<file path="config.mk">
export PLATFORM = sky130hd
export DESIGN_NAME = spi_master_fifo
export DESIGN_NICKNAME = d
export VERILOG_FILES = /design/src/rtl/spi_master_pkg.sv /design/src/rtl/spi_fifo.sv /design/src/rtl/spi_master_fifo.sv
export SDC_FILE = /design/constraint.sdc
export NUM_CORES = 1
export LEC_CHECK = 0
export BUFFER_PORTS_ARGS = -buffer_cell sky130_fd_sc_hd__buf_4
export CAP_MARGIN = 0
export CORE_MARGIN = 3
export CORE_UTILIZATION = 55
export CTS_CLUSTER_SIZE = 14
export DETAILED_ROUTE_END_ITERATION = 12
export GPL_TIMING_DRIVEN = 0
export PLACE_DENSITY = 0.73
export SYNTH_ARGS = -nofsm -noshare
export SYNTH_HDL_FRONTEND = slang
export SYNTH_HIERARCHICAL = 1
export SYNTH_SLANG_ARGS = --single-unit
</file>
<file path="constraint.sdc">
create_clock -name clk -period 5.4 [get_ports clk]
set_clock_uncertainty 0.15 [all_clocks]
set_input_delay 1.35 -clock clk [delete_from_list [all_inputs] [get_ports clk]]
set_output_delay 1.35 -clock clk [all_outputs]
set_load 0.05 [all_outputs]
</file>
<file path="src/rtl/spi_master_pkg.sv">
// Shared constants for the SPI master: register map, CTRL/STATUS bit
// positions and the transfer state machine encoding.
package spi_master_pkg;

    // Avalon register addresses
    localparam logic [1:0] ADDR_TXDATA = 2'd0;
    localparam logic [1:0] ADDR_CTRL   = 2'd1;
    localparam logic [1:0] ADDR_RXDATA = 2'd2;
    localparam logic [1:0] ADDR_STATUS = 2'd3;

    // CTRL bit positions
    localparam int CTRL_CPOL    = 0;
    localparam int CTRL_CPHA    = 1;
    localparam int CTRL_PRST    = 2;
    localparam int CTRL_DIV_LSB = 8;

    // STATUS bit positions
    localparam int STAT_BUSY    = 0;
    localparam int STAT_TXFULL  = 1;
    localparam int STAT_TXEMPTY = 2;
    localparam int STAT_RXEMPTY = 3;
    localparam int STAT_RXFULL  = 4;
    localparam int STAT_TXOVF   = 5;
    localparam int STAT_RXOVR   = 6;

    typedef enum logic [2:0] {
        ST_IDLE,
        ST_START,
        ST_SHIFT,
        ST_HOLD,
        ST_GAP
    } spi_state_e;

endpackage

</file>
<file path="src/rtl/spi_fifo.sv">
// Synchronous DEPTH x W FIFO with a combinational head output. A push while
// full is accepted only when a pop frees a slot in the same cycle; a pop
// while empty is ignored.
module spi_fifo #(
    parameter int W     = 17,
    parameter int DEPTH = 8
) (
    input  logic         clk,
    input  logic         resetn,
    input  logic         push,
    input  logic         pop,
    input  logic [W-1:0] din,
    output logic [W-1:0] dout,
    output logic         full,
    output logic         empty
);
    localparam int AW = $clog2(DEPTH);

    logic [W-1:0]  mem [DEPTH];
    logic [AW-1:0] wr_ptr_q, wr_ptr_d;
    logic [AW-1:0] rd_ptr_q, rd_ptr_d;
    logic [AW:0]   count_q, count_d;
    logic          push_ok, pop_ok;

    assign full    = (count_q == (AW+1)'(DEPTH));
    assign empty   = (count_q == '0);
    assign pop_ok  = pop && !empty;
    assign push_ok = push && (!full || pop_ok);
    assign dout    = mem[rd_ptr_q];

    // Pointer and occupancy update
    always_comb begin
        wr_ptr_d = push_ok ? wr_ptr_q + AW'(1) : wr_ptr_q;
        rd_ptr_d = pop_ok  ? rd_ptr_q + AW'(1) : rd_ptr_q;
        count_d  = count_q;
        if (push_ok && !pop_ok) begin
            count_d = count_q + (AW+1)'(1);
        end else if (pop_ok && !push_ok) begin
            count_d = count_q - (AW+1)'(1);
        end
    end

    // Pointer/count registers
    always_ff @(posedge clk or negedge resetn) begin
        if (!resetn) begin
            wr_ptr_q <= '0;
            rd_ptr_q <= '0;
            count_q  <= '0;
        end else begin
            wr_ptr_q <= wr_ptr_d;
            rd_ptr_q <= rd_ptr_d;
            count_q  <= count_d;
        end
    end

    // Storage array, no reset so it maps onto RAM
    always_ff @(posedge clk) begin
        if (push_ok) begin
            mem[wr_ptr_q] <= din;
        end
    end

endmodule

</file>
<file path="src/rtl/spi_master_fifo.sv">
// Avalon-MM SPI master with TX/RX FIFOs, programmable SCLK divider, all four
// CPOL/CPHA modes and a per-word D/C* tag carried alongside the TX data.
module spi_master_fifo
    import spi_master_pkg::*;
#(
    parameter int N     = 16,
    parameter int DEPTH = 8,
    parameter int DIVW  = 8
) (
    input  logic        clk,
    input  logic        resetn,
    input  logic [1:0]  avs_address,
    input  logic        avs_write,
    input  logic        avs_read,
    input  logic [31:0] avs_writedata,
    output logic [31:0] avs_readdata,
    output logic        coe_sclk,
    output logic        coe_mosi,
    input  logic        coe_miso,
    output logic        coe_csn,
    output logic        coe_dcn,
    output logic        coe_resetn
);
    localparam int EW = $clog2(2 * N);
    localparam logic [EW-1:0] LAST_EDGE = EW'(2 * N - 1);

    spi_state_e    state_q, state_d;
    logic [DIVW-1:0] cnt_q, cnt_d, div_l_q, div_l_d, ctrl_div_q, ctrl_div_d;
    logic          cpol_l_q, cpol_l_d, cpha_l_q, cpha_l_d;
    logic          ctrl_cpol_q, ctrl_cpol_d, ctrl_cpha_q, ctrl_cpha_d;
    logic          ctrl_prst_q, ctrl_prst_d;
    logic          txovf_q, txovf_d, rxovr_q, rxovr_d;
    logic [EW-1:0] edge_cnt_q, edge_cnt_d;
    logic [N-1:0]  tx_sr_q, tx_sr_d, rx_sr_q, rx_sr_d, tx_shifted;
    logic          sclk_q, sclk_d, mosi_q, mosi_d, csn_q, csn_d, dcn_q, dcn_d;

    logic          tx_push, tx_pop, tx_full, tx_empty;
    logic [N:0]    tx_dout;
    logic          rx_push, rx_pop, rx_full, rx_empty;
    logic [N-1:0]  rx_dout;
    logic          tick;
    logic          unused_bits;

    assign tick       = (cnt_q == div_l_q);
    assign tx_shifted = tx_sr_q << 1;
    assign tx_push    = avs_write && (avs_address == ADDR_TXDATA);
    assign rx_pop     = avs_read  && (avs_address == ADDR_RXDATA);
    assign unused_bits = ^avs_writedata;

    spi_fifo #(.W(N + 1), .DEPTH(DEPTH)) u_tx_fifo (
        .clk    (clk),
        .resetn (resetn),
        .push   (tx_push),
        .pop    (tx_pop),
        .din    (avs_writedata[N:0]),
        .dout   (tx_dout),
        .full   (tx_full),
        .empty  (tx_empty)
    );

    spi_fifo #(.W(N), .DEPTH(DEPTH)) u_rx_fifo (
        .clk    (clk),
        .resetn (resetn),
        .push   (rx_push),
        .pop    (rx_pop),
        .din    (rx_sr_q),
        .dout   (rx_dout),
        .full   (rx_full),
        .empty  (rx_empty)
    );

    // CTRL register writes and sticky overflow flags (set wins over W1C)
    always_comb begin
        ctrl_cpol_d = ctrl_cpol_q;
        ctrl_cpha_d = ctrl_cpha_q;
        ctrl_prst_d = ctrl_prst_q;
        ctrl_div_d  = ctrl_div_q;
        txovf_d     = txovf_q;
        rxovr_d     = rxovr_q;
        if (avs_write && avs_address == ADDR_CTRL) begin
            ctrl_cpol_d = avs_writedata[CTRL_CPOL];
            ctrl_cpha_d = avs_writedata[CTRL_CPHA];
            ctrl_prst_d = avs_writedata[CTRL_PRST];
            ctrl_div_d  = avs_writedata[CTRL_DIV_LSB +: DIVW];
        end
        if (avs_write && avs_address == ADDR_STATUS) begin
            if (avs_writedata[STAT_TXOVF]) txovf_d = 1'b0;
            if (avs_writedata[STAT_RXOVR]) rxovr_d = 1'b0;
        end
        if (tx_push && tx_full && !tx_pop) txovf_d = 1'b1;
        if (rx_push && rx_full && !rx_pop) rxovr_d = 1'b1;
    end

    // Zero-latency read mux
    always_comb begin
        avs_readdata = '0;
        case (avs_address)
            ADDR_CTRL: begin
                avs_readdata[CTRL_CPOL] = ctrl_cpol_q;
                avs_readdata[CTRL_CPHA] = ctrl_cpha_q;
                avs_readdata[CTRL_PRST] = ctrl_prst_q;
                avs_readdata[CTRL_DIV_LSB +: DIVW] = ctrl_div_q;
            end
            ADDR_RXDATA: begin
                if (!rx_empty) avs_readdata[N-1:0] = rx_dout;
            end
            ADDR_STATUS: begin
                avs_readdata[STAT_BUSY]    = (state_q != ST_IDLE) || !tx_empty;
                avs_readdata[STAT_TXFULL]  = tx_full;
                avs_readdata[STAT_TXEMPTY] = tx_empty;
                avs_readdata[STAT_RXEMPTY] = rx_empty;
                avs_readdata[STAT_RXFULL]  = rx_full;
                avs_readdata[STAT_TXOVF]   = txovf_q;
                avs_readdata[STAT_RXOVR]   = rxovr_q;
            end
            default: avs_readdata = '0;
        endcase
    end

    // Transfer FSM: next state, divider, shift registers and pin values
    always_comb begin
        state_d    = state_q;
        cnt_d      = tick ? '0 : cnt_q + DIVW'(1);
        div_l_d    = div_l_q;
        cpol_l_d   = cpol_l_q;
        cpha_l_d   = cpha_l_q;
        edge_cnt_d = edge_cnt_q;
        tx_sr_d    = tx_sr_q;
        rx_sr_d    = rx_sr_q;
        sclk_d     = sclk_q;
        mosi_d     = mosi_q;
        csn_d      = csn_q;
        dcn_d      = dcn_q;
        tx_pop     = 1'b0;
        rx_push    = 1'b0;
        case (state_q)
            ST_IDLE: begin
                cnt_d  = '0;
                sclk_d = ctrl_cpol_q;
                if (!tx_empty) begin
                    // Mode and divider are frozen here for the whole word
                    tx_pop     = 1'b1;
                    state_d    = ST_START;
                    div_l_d    = ctrl_div_q;
                    cpol_l_d   = ctrl_cpol_q;
                    cpha_l_d   = ctrl_cpha_q;
                    edge_cnt_d = '0;
                    tx_sr_d    = tx_dout[N-1:0];
                    rx_sr_d    = '0;
                    mosi_d     = tx_dout[N-1];
                    dcn_d      = tx_dout[N];
                    csn_d      = 1'b0;
                end
            end
            ST_START: begin
                if (tick) state_d = ST_SHIFT;
            end
            ST_SHIFT: begin
                if (tick) begin
                    sclk_d     = ~sclk_q;
                    edge_cnt_d = edge_cnt_q + EW'(1);
                    // edge_cnt_q[0]==0 marks an odd (1-based) edge
                    if (edge_cnt_q[0] == cpha_l_q) begin
                        rx_sr_d    = rx_sr_q << 1;
                        rx_sr_d[0] = coe_miso;
                    end else if (!(cpha_l_q && edge_cnt_q == '0)) begin
                        // In CPHA=1 the MSB is already on the pin at edge 1
                        tx_sr_d = tx_shifted;
                        mosi_d  = tx_shifted[N-1];
                    end
                    if (edge_cnt_q == LAST_EDGE) state_d = ST_HOLD;
                end
            end
            ST_HOLD: begin
                if (tick) begin
                    csn_d   = 1'b1;
                    rx_push = 1'b1;
                    state_d = ST_GAP;
                end
            end
            ST_GAP: begin
                if (tick) state_d = ST_IDLE;
            end
            default: state_d = ST_IDLE;
        endcase
    end

    // State and register bank
    always_ff @(posedge clk or negedge resetn) begin
        if (!resetn) begin
            state_q     <= ST_IDLE;
            cnt_q       <= '0;
            div_l_q     <= '0;
            cpol_l_q    <= 1'b0;
            cpha_l_q    <= 1'b0;
            edge_cnt_q  <= '0;
            tx_sr_q     <= '0;
            rx_sr_q     <= '0;
            sclk_q      <= 1'b0;
            mosi_q      <= 1'b0;
            csn_q       <= 1'b1;
            dcn_q       <= 1'b0;
            ctrl_cpol_q <= 1'b0;
            ctrl_cpha_q <= 1'b0;
            ctrl_prst_q <= 1'b1;
            ctrl_div_q  <= '0;
            txovf_q     <= 1'b0;
            rxovr_q     <= 1'b0;
        end else begin
            state_q     <= state_d;
            cnt_q       <= cnt_d;
            div_l_q     <= div_l_d;
            cpol_l_q    <= cpol_l_d;
            cpha_l_q    <= cpha_l_d;
            edge_cnt_q  <= edge_cnt_d;
            tx_sr_q     <= tx_sr_d;
            rx_sr_q     <= rx_sr_d;
            sclk_q      <= sclk_d;
            mosi_q      <= mosi_d;
            csn_q       <= csn_d;
            dcn_q       <= dcn_d;
            ctrl_cpol_q <= ctrl_cpol_d;
            ctrl_cpha_q <= ctrl_cpha_d;
            ctrl_prst_q <= ctrl_prst_d;
            ctrl_div_q  <= ctrl_div_d;
            txovf_q     <= txovf_d;
            rxovr_q     <= rxovr_d;
        end
    end

    assign coe_sclk   = sclk_q;
    assign coe_mosi   = mosi_q;
    assign coe_csn    = csn_q;
    assign coe_dcn    = dcn_q;
    assign coe_resetn = ~ctrl_prst_q;

endmodule

</file>
; ---- After elaboration in Yosys (flattened, before gate mapping)
; Memory sizes are Yosys's and may differ from the RTL's.
; Index checks and enable logic that the tools add are counted.
[op_classes]
bitwise = 3
muxes = 54
n_addsub = 10
n_reduce_logical = 53
eq_ne = 21
[op_table]
columns = cell, n
row1 = $mux W16, 4
row2 = $mux W15, 4
row3 = $pmux W16 S2, 1
row4 = $pmux W15 S2, 1
row5 = $mux W1, 22
row6 = $mux W3, 6
row7 = $ne A2 B2 Y1 const B, 9
row8 = $logic_and A1 B1 Y1, 17
row9 = $mux W4, 4
row10 = $mux W8, 2
row11 = $pmux W8 S2, 1
row12 = $reduce_bool A2 Y1, 8
row13 = $pmux W3 S5, 1
row14 = $add A3 B1 Y3 const B, 4
row15 = $logic_not A1 Y1, 10
row16 = $mux W5, 2
row17 = $pmux W5 S2, 1
row18 = $pmux W3 S3, 1
row19 = $add A4 B1 Y4 const B, 2
row20 = $add A8 B1 Y8 const B, 1
row21 = $eq A4 B4 Y1 const B, 2
row22 = $eq A8 B8 Y1, 1
row23 = $logic_not A4 Y1, 2
row24 = $pmux W4 S2, 1
row25 = other kinds (21), 34
[word_totals]
out_inout_bits = 37
register_bits = 93
memories = 2
wordCells = 166
ramBits = 264
in_bits = 39
[mem_list]
columns = name, words, word_bits, rd, rd_ports_with_merged_regs, wr, line_no
row1 = u_tx_fifo.mem, 8, 17, 1, 0, 1, spi_fifo.sv:19  ; logic [W-1:0] mem [DEPTH];
row2 = u_rx_fifo.mem, 8, 16, 1, 0, 1, spi_fifo.sv:19

; ---- Longest topological paths before layout
; Gate-level depths: netlist of the first run.
[depth]
word_depth = 10
ltp_mapped = 14
ltp_nobuf = 13

; ---- Cells and area by module
; The synthesis of the first run kept the hierarchy.
[modules_own_cells]
columns = module, cells_per_inst, area_per_inst_um2, seq_area_each_um2, n_inst
row1 = spi_fifo (u_tx_fifo), 260, 5765.5, 4334.2, 1
row2 = spi_fifo (u_rx_fifo), 249, 5456.5, 4093.9, 1
row3 = spi_master_fifo, 340, 3843.7, 1829.3, 1

; ---- Worst setup path after synthesis of the first run
; OpenSTA, ideal clock, no wires.
[synth_timing]
path_type = input port to output port
from = input port avs_address[0]
to = output port avs_readdata[8]
path_buffers = 2
setup_slack_ns = 0.912
path_stages = 7
required_ns = 3.900
arrival_ns = 2.988
path_cell_list = inv_1 -> ha_1 -> nor2b_1 -> clkbuf_1 -> clkbuf_1 -> a22oi_1 -> nor2b_1
[synth_between]
elab_chain_cells = 2
word_cells_on_any_way = 3
classes_between = eq/ne (2) / mux (1)
[synth_lines]
columns = element, line_no
row1 = "start, declared", spi_master_fifo.sv:12  ; input logic [1:0] avs_address,
row2 = $eq A2 B2 Y1 / $eq A2 B1 Y1 (equally long branches), spi_master_fifo.sv:97  ; case (avs_address)
row3 = $pmux W8 S2 *, spi_master_fifo.sv:97
row4 = "end, declared", spi_master_fifo.sv:16  ; output logic [31:0] avs_readdata,
; Mark *: on every way between the ends. The rest lies on a longest branch, timed or not.

; ---- Final worst setup path of the first run
[layout_timing]
from = register u_rx_fifo.rd_ptr_q[1]
to = output port avs_readdata[1]
[layout_between]
elab_chain_cells = 3
[layout_lines]
columns = element, line_no
row1 = "start, declared", spi_fifo.sv:21  ; logic [AW-1:0] rd_ptr_q, rd_ptr_d;
row2 = "start signal, assigned", spi_fifo.sv:51  ; rd_ptr_q <= rd_ptr_d;
row3 = $mem_v2 Z8 W16, n/a
row4 = named net rx_dout[1], spi_master_fifo.sv:40  ; logic [N-1:0] rx_dout;
row5 = $mux W16, spi_master_fifo.sv:105  ; if (!rx_empty) avs_readdata[N-1:0] = rx_dout;
row6 = $pmux W3 S3, spi_master_fifo.sv:97
; The timed path passes the listed nets, and every way through them passes these cells.

==> metrics.cfg, run 1 <==
[routing]
routed_wl_um=32000
route.vias.total=7991
routed_via_density=6.00
routedWlPerCell_um=24.0
drc=0
drt_iter0_markers=706
ant_nets=0
drt_pre_antenna_iters=5

[cts]
ctsLongestPathBuffers=3
clk_pin_slew_ps=60
cts_buffers=36
cts_tree=built
cts_sinks=357
clk_latency_ps=520
htree_levels=2
ctsResizeCount=0
cts_setup_buffers=0
cts_root_buffer=clkbuf_16
cts_hold_buf=0

[power_and_ir_drop]
powerDensity_nw_per_um2=486
p_leak_nw=6.29
peakVddDrop_mv=0.362

[placed_design]
portBuffers=44
dp.cells=1265
gp_congestion=0.890
dp_hpwl_um=21500

[critical_path]
cp-start-kind=register
crit_family=buffers and inverters
path_buf_inv=3
crit_type=register to output pin
crit_path_frequent_cell=clkbuf_1
crit_required_ps=3900
slowest_delay_ps=700
slowest_stage=clkbuf_1
crit_path_end_kind=output pin
worstPathCellList=clkbuf_1 -> clkbuf_1 -> mux4_2 -> mux2_2 -> a222oi_1 -> nor2_1 -> buf_4
arrival_ps=3300
path_max_fanout=10

[global_route]
antenna_found_initial=0
grt_max_degree=94
grt_pass1_wl_um=49800
grt.total_usage=0.227
grt_pass1_vias=8190
grt_overflow=0

[synth]
synthMuxAreaShare=0.157
synth-xor-area-share=0.0151
synth_compound_area_frac=0.0558
ys_warn_count=6
yosys.area_share.simple=0.0411
synth_top_family_by_area=multiplexers
yosysSeqAreaShare=0.681
async_reset_ff_frac=0.261
avgSynthCellArea_um2=17.7
synthFlopType=edfxtp_1
netlist_area_um2=15100
synth_edf_count=264
yosys_register_bits=357
synthAdderAreaFrac=0.0184
synthesis.instances=849
synth.distinct_cells=60

[final_layout]
post_layout_nonfiller_instances=1331
diodes=0
drive_above_1_share=0.324
multi_input_area_um2=4460
nNetsFinal=1029
register_area_um2=10300
area_growth_pct=15.4
fill_cells=1798

[floorplan]
start_util=0.568
die-area_um2=29400
die_w_um=172
coreArea_um2=26500
die_h_um=172
num_rows=59
io_pins=76

[sta]
drv_slew=0
hold_viol_final=0
rsz0062_at_grt=no
fin_tns_setup_ps=0
fin_crit_sh=0.889
holdWs_ps=331
setup_viol=0
slew_headroom=0.155
tightestPinTransition_ps=1270
fin_crit_ps=4800
timing.fmax_ghz=0.208

[status]
status=finished clean

[run]
drv_cap=0

[hold_path]
hold_class=register to register

-- cell usage after synthesis (3+ instances only) --
cell	n	area (µm²)
nor3_1	12	60.1
mux2i_1	16	160
xor2_1	4	35.0
buf_2	8	40.0
or4_1	3	22.5
inv_1	13	48.8
nor2_1	26	97.6
buf_6	11	124
nor2b_1	10	62.6
clkbuf_1	17	63.8
nand2b_1	6	37.5
a21oi_2	6	52.6
nand2_1	18	67.6
mux2_1	12	135
a22o_1	21	184
a22oi_1	8	60.1
o21ai_0	9	45.0
a222oi_1	3	30.0
buf_4	23	173
nand3_1	9	45.0
a31oi_1	15	93.8
o211ai_1	8	60.1
o41ai_2	3	48.8
a21oi_1	18	90.1
nor4_1	4	25.0
and2_1	3	18.8
o21ai_4	3	48.8
mux4_2	66	1490
dfrtp_1	91	2280
ha_1	19	238
and3_1	4	25.0
mux2_2	49	552
o21ai_1	3	15.0
edfxtp_1	264	7930
inv_2	6	22.5
nand4_1	4	25.0
xnor2_1	22	193
-- path summary, 6_finish.rpt --
path | from | to | slack (ps) | depth (start not counted)
max | u_rx_fifo/rd_ptr_q[1] | avs_readdata[1] | 600 | 7
min | coe_csn | coe_csn | 330 | 2
max reg2reg | u_tx_fifo/count_q[0] | u_tx_fifo/count_q[3] | 1090 | 14
min reg2reg | coe_csn | coe_csn | 330 | 2
max in group asynchronous | resetn | rx_sr_q[7] | 3320 | 1
min in group asynchronous | resetn | tx_sr_q[14] | 880 | 1
-- cells in the final DEF (no fill, tap or decap), types with 5 or more instances in the layout --
| master | synthesis | routed |
|---|---|---|
| edfxtp_1 | 264 | 264 |
| dfrtp_1 | 91 | 91 |
| buf_4 | 23 | 74 |
| mux4_2 | 66 | 66 |
| mux2_2 | 49 | 49 |
| clkbuf_16 | 0 | 36 |
| clkbuf_1 | 17 | 28 |
| xnor2_1 | 22 | 22 |
| a22o_1 | 21 | 21 |
| nor2_1 | 26 | 20 |
| ha_1 | 19 | 19 |
| nand2_1 | 18 | 18 |
| a21oi_1 | 18 | 18 |
| buf_6 | 11 | 17 |
| mux2i_1 | 16 | 16 |
| conb_1 | 1 | 16 |
| a31oi_1 | 15 | 15 |
| inv_1 | 13 | 13 |
| mux2_1 | 12 | 12 |
| nor2b_1 | 10 | 10 |
| nand3_1 | 9 | 9 |
| nor3_2 | 1 | 9 |
| o21ai_0 | 9 | 9 |
| buf_2 | 8 | 8 |
| a22oi_1 | 8 | 8 |
| o211ai_1 | 8 | 8 |
| inv_2 | 6 | 6 |
| nand2b_1 | 6 | 6 |
| a21oi_2 | 6 | 6 |
| clkbuf_8 | 0 | 6 |
| nor2_2 | 0 | 6 |
| buf_8 | 0 | 6 |
| clkinv_2 | 0 | 5 |
-- final cells by class --
class	count	share of cell area
plain buffers	60	0.0232
inverters	19	0.00410
well taps	335	0.0241
clock buffers	53	0.0590
repair buffers	67	0.0361
flip-flops and latches	357	0.590
multi-input cells	428	0.256
clock inverters	12	0.00698
-- kinds of logic after synthesis --
logic type / after synthesis
AO/OA/AOI/OAI: 108
adder cells (fa/ha/maj): 21
AND/OR/NAND/NOR: 112
buffers and inverters: 79
multiplexers: 145
XOR/XNOR: 26
other: 1
flip-flops: 357
-- tightest hold or removal path, stage by stage, from the launching register on --
cell and delay (ps):
dfstp_2 370, o21ai_0 60, nand2_1 50
-- power by group --
group | switching, mW | total, mW | leakage [nW] | internal (mW)
clock | 0.989 | 2.40 | 0.564 | 1.42
combinational | 1.40 | 2.56 | 2.10 | 1.16
sequential | 0.263 | 3.48 | 3.63 | 3.22
-- layer usage --
layer	vias up	wire length, µm	global-route usage
li1	3578	-	-
met1	4165	13500	0.315
met2	194	16500	0.383
met3	54	1280	0.0313
met4	0	665	0.0619
met5	-	0	0
-- flip-flops by register name, indices dropped and copies added, names as in the netlist, 3 cells and up --
register            cells
ctrl_div_q              8
state_q                 3
u_rx_fifo/count_q       4
u_tx_fifo/count_q       4
u_rx_fifo/mem         128
edge_cnt_q              5
u_rx_fifo/rd_ptr_q      3
u_tx_fifo/rd_ptr_q      3
cnt_q                   8
u_rx_fifo/wr_ptr_q      3
u_tx_fifo/mem         136
u_tx_fifo/wr_ptr_q      3
div_l_q                 8
tx_sr_q                15
rx_sr_q                16
-- per-stage QoR --
step	worst slack [ps]	util	cell area, µm²	total power [mW]
CTS	619	0.656	17400	8.51
detailed placement	732	0.612	16200	6.10
floorplan	912	-	15100	5.36
finish	602	0.656	17400	8.45
global placement	-641	0.599	15900	6.02
global route	546	0.656	17400	8.86
(Power assumes the default switching activity.)
==> run 2, diff against run 1 <==
--- a/config.mk
+++ b/config.mk
@@ -7,12 +7,14 @@
 export LEC_CHECK = 0
 export BUFFER_PORTS_ARGS = -buffer_cell sky130_fd_sc_hd__buf_4
 export CAP_MARGIN = 0
+export CORE_ASPECT_RATIO = 1.75
 export CORE_MARGIN = 3
-export CORE_UTILIZATION = 55
+export CORE_UTILIZATION = 53
 export CTS_CLUSTER_SIZE = 14
 export DETAILED_ROUTE_END_ITERATION = 12
 export GPL_TIMING_DRIVEN = 0
-export PLACE_DENSITY = 0.73
+export PLACE_DENSITY = 0.7
+export REMOVE_ABC_BUFFERS = 1
 export SYNTH_ARGS = -nofsm -noshare
 export SYNTH_HDL_FRONTEND = slang
 export SYNTH_HIERARCHICAL = 1
==> metrics.cfg, run 2 (synthesis gave the netlist of run 1 again) <==
[critical_path]
reg2regPathDepth=12  ; -2
cp-start-kind=input port
crit_required_ps=3900  ; about the same
r2r_slack_ps=1120  ; +30 ps
arrival_ps=3150  ; -150 ps
rr_startpoint=u_tx_fifo/count_q[0]
crit_type=input port to output pin
rr_endpoint=u_tx_fifo/count_q[3]
path_max_fanout=9  ; -1
crit_path_end_kind=output pin

[routing]
routedWlPerCell_um=22.9  ; -4.6%
drt_iter0_markers=441  ; -38%
drc=0  ; unchanged
top_layer=met4
route.vias.total=7651  ; -4.3%
route.met3.wl_um=1010  ; -21%
routed_wl_um=30000  ; -6.2%
routed_via_density=5.84  ; -2.6%
wl_met2_um=17200  ; +3.7%
ant_nets=0  ; unchanged
drt_pre_antenna_iters=5  ; unchanged
wl_met1_um=11000  ; -18%

[final_layout]
top_register=u_tx_fifo/mem
largest_reg_flops=136  ; unchanged
register_area_um2=10300  ; about the same
drive_above_1_share=0.300  ; -0.0241
layout_common_cells=edfxtp_1 (264), dfrtp_1 (87), mux4_2 (66)
multi_input_area_um2=4470  ; +0.31%
final_common_cell=edfxtp_1
nNetsFinal=971  ; -5.6%
fill_cells=2106  ; +17%
diodes=0  ; unchanged
top_regs=u_tx_fifo/mem x136, u_rx_fifo/mem x128, rx_sr_q x16
post_layout_nonfiller_instances=1309  ; -1.7%
area_growth_pct=12.4

[global_route]
grt_pass1_wl_um=47100  ; -5.5%
grt_max_degree=94  ; unchanged
grt.total_usage=0.201  ; -0.0262
grt_overflow=0  ; unchanged
antenna_found_initial=0  ; unchanged
grt_pass1_vias=8112  ; -0.95%

[power_and_ir_drop]
switching_share=0.312  ; -0.00177
p_comb_frac=0.272  ; -0.031
p_int_mw=5.47  ; -5.7%
powerDensity_nw_per_um2=469  ; -3.5%
peakVddDrop_mv=0.290  ; -20%
power_switching_mw=2.48  ; -6.5%
p_clk_frac=0.265  ; -0.020
p_leak_nw=5.99  ; -4.8%
seq_power_share=0.462  ; +0.050

[sta]
slew_headroom=0.195  ; +0.0396
timing.fmax_ghz=0.215  ; +3.1%
rsz0062_at_grt=no
setup_viol=0  ; unchanged
holdWs_ps=340  ; +8.58 ps
hold_viol_final=0  ; unchanged
fin_crit_ps=4650  ; -145 ps
tightestPinTransition_ps=1200  ; -70.4 ps
drv_slew=0  ; unchanged
fin_crit_sh=0.862  ; -0.0269

[cts]
htree_levels=1  ; -1
ctsResizeCount=0  ; unchanged
cts_tree=built
cts_root_buffer=clkbuf_16
ctsLongestPathBuffers=3  ; unchanged
clk_latency_ps=570  ; +50 ps
cts_sinks=357  ; unchanged
clk_pin_slew_ps=60  ; about the same
cts_setup_buffers=0  ; unchanged
cts_hold_buf=0  ; unchanged
cts_buffers=31  ; -14%

[floorplan]
coreArea_um2=28000  ; +5.5%
num_rows=81  ; +37%
start_util=0.539  ; -0.0299
die_w_um=133  ; -22%
io_pins=76  ; unchanged
die-area_um2=30600  ; +3.9%
die_h_um=229  ; +34%

[placed_design]
portBuffers=44  ; unchanged
dp.cells=1250  ; -1.2%
dp_hpwl_um=20000  ; -7.0%
gp_congestion=0.762  ; -14%

[hold_path]
min_path_cells=2  ; unchanged
hold-path-endpoint=rxovr_q
min_from=rxovr_q
hold_class=register to register

[status]
status=finished clean

[run]
drv_cap=0  ; unchanged

-- run 2: cell types whose count changed in the layout (fill, tap and decap cells not counted), moves of 2 or more --
cell | previous run | this run
clkbuf_16 | 36 | 31
buf_2 | 8 | 0
clkinv_1 | 3 | 1
buf_16 | 3 | 1
dfrtp_2 | 0 | 4
clkbuf_8 | 6 | 3
buf_6 | 17 | 13
clkbuf_1 | 28 | 17
clkinv_2 | 5 | 3
buf_12 | 0 | 3
buf_4 | 74 | 50
dfrtp_1 | 91 | 87
-- run 2: worst max path at each step --
stage / startpoint / end / slack [ps]
floorplan: avs_address[0] / avs_readdata[10] / 880
global placement: avs_address[0] / u_tx_fifo/mem[0][14] / -840
detailed placement: avs_address[0] / avs_readdata[15] / 750
CTS: avs_address[0] / avs_readdata[15] / 700
global route: avs_address[0] / avs_readdata[15] / 540
finish: avs_address[0] / avs_readdata[15] / 750
-- run 2: area by class of cell --
cell class / count / share of cell area
Clock buffer: 51 / 0.0520
Inverter: 19 / 0.00421
Sequential cell: 357 / 0.606
Multi-Input combinational cell: 428 / 0.264
Tap cell: 373 / 0.0276
Clock inverter: 7 / 0.00392
Timing Repair Buffer: 74 / 0.0422
-- run 2: per-stage QoR --
stage	power [mW]	area [µm²]	setup WS [ps]	setup TNS [ps]	util
CTS	8.03	16900	698	0	0.604
global placement	5.83	15500	-843	-24500	0.555
floorplan	5.23	14700	877	0	-
detailed placement	5.93	15900	748	0	0.570
finish	7.95	16900	747	0	0.605
global route	8.34	16900	541	0	0.605
-- run 2: routing by layer --
| layer | vias up | track usage |
|---|---|---|
| li1 | 3448 | - |
| met1 | 4022 | 0.234 |
| met2 | 129 | 0.382 |
| met3 | 52 | 0.0233 |
| met4 | 0 | 0.0627 |
| met5 | - | 0 |
-- run 2: worst max-delay path, cell delays in order --
cell     delay, ps
buf_4          120
inv_1          100
ha_1           170
nor2b_1        500
buf_4          310
a22oi_1         90
nor2b_1        260
buf_4          250
-- run 2: power groups by stage --
stage / Combinational, mW / Sequential, mW / Clock, mW
final: 2.16 / 3.67 / 2.11
after global routing: 2.36 / 3.74 / 2.25
after CTS: 2.20 / 3.68 / 2.15
after detailed placement: 2.19 / 3.74 / 0
after global placement: 1.95 / 3.88 / 0
after floorplan: 1.51 / 3.72 / 0
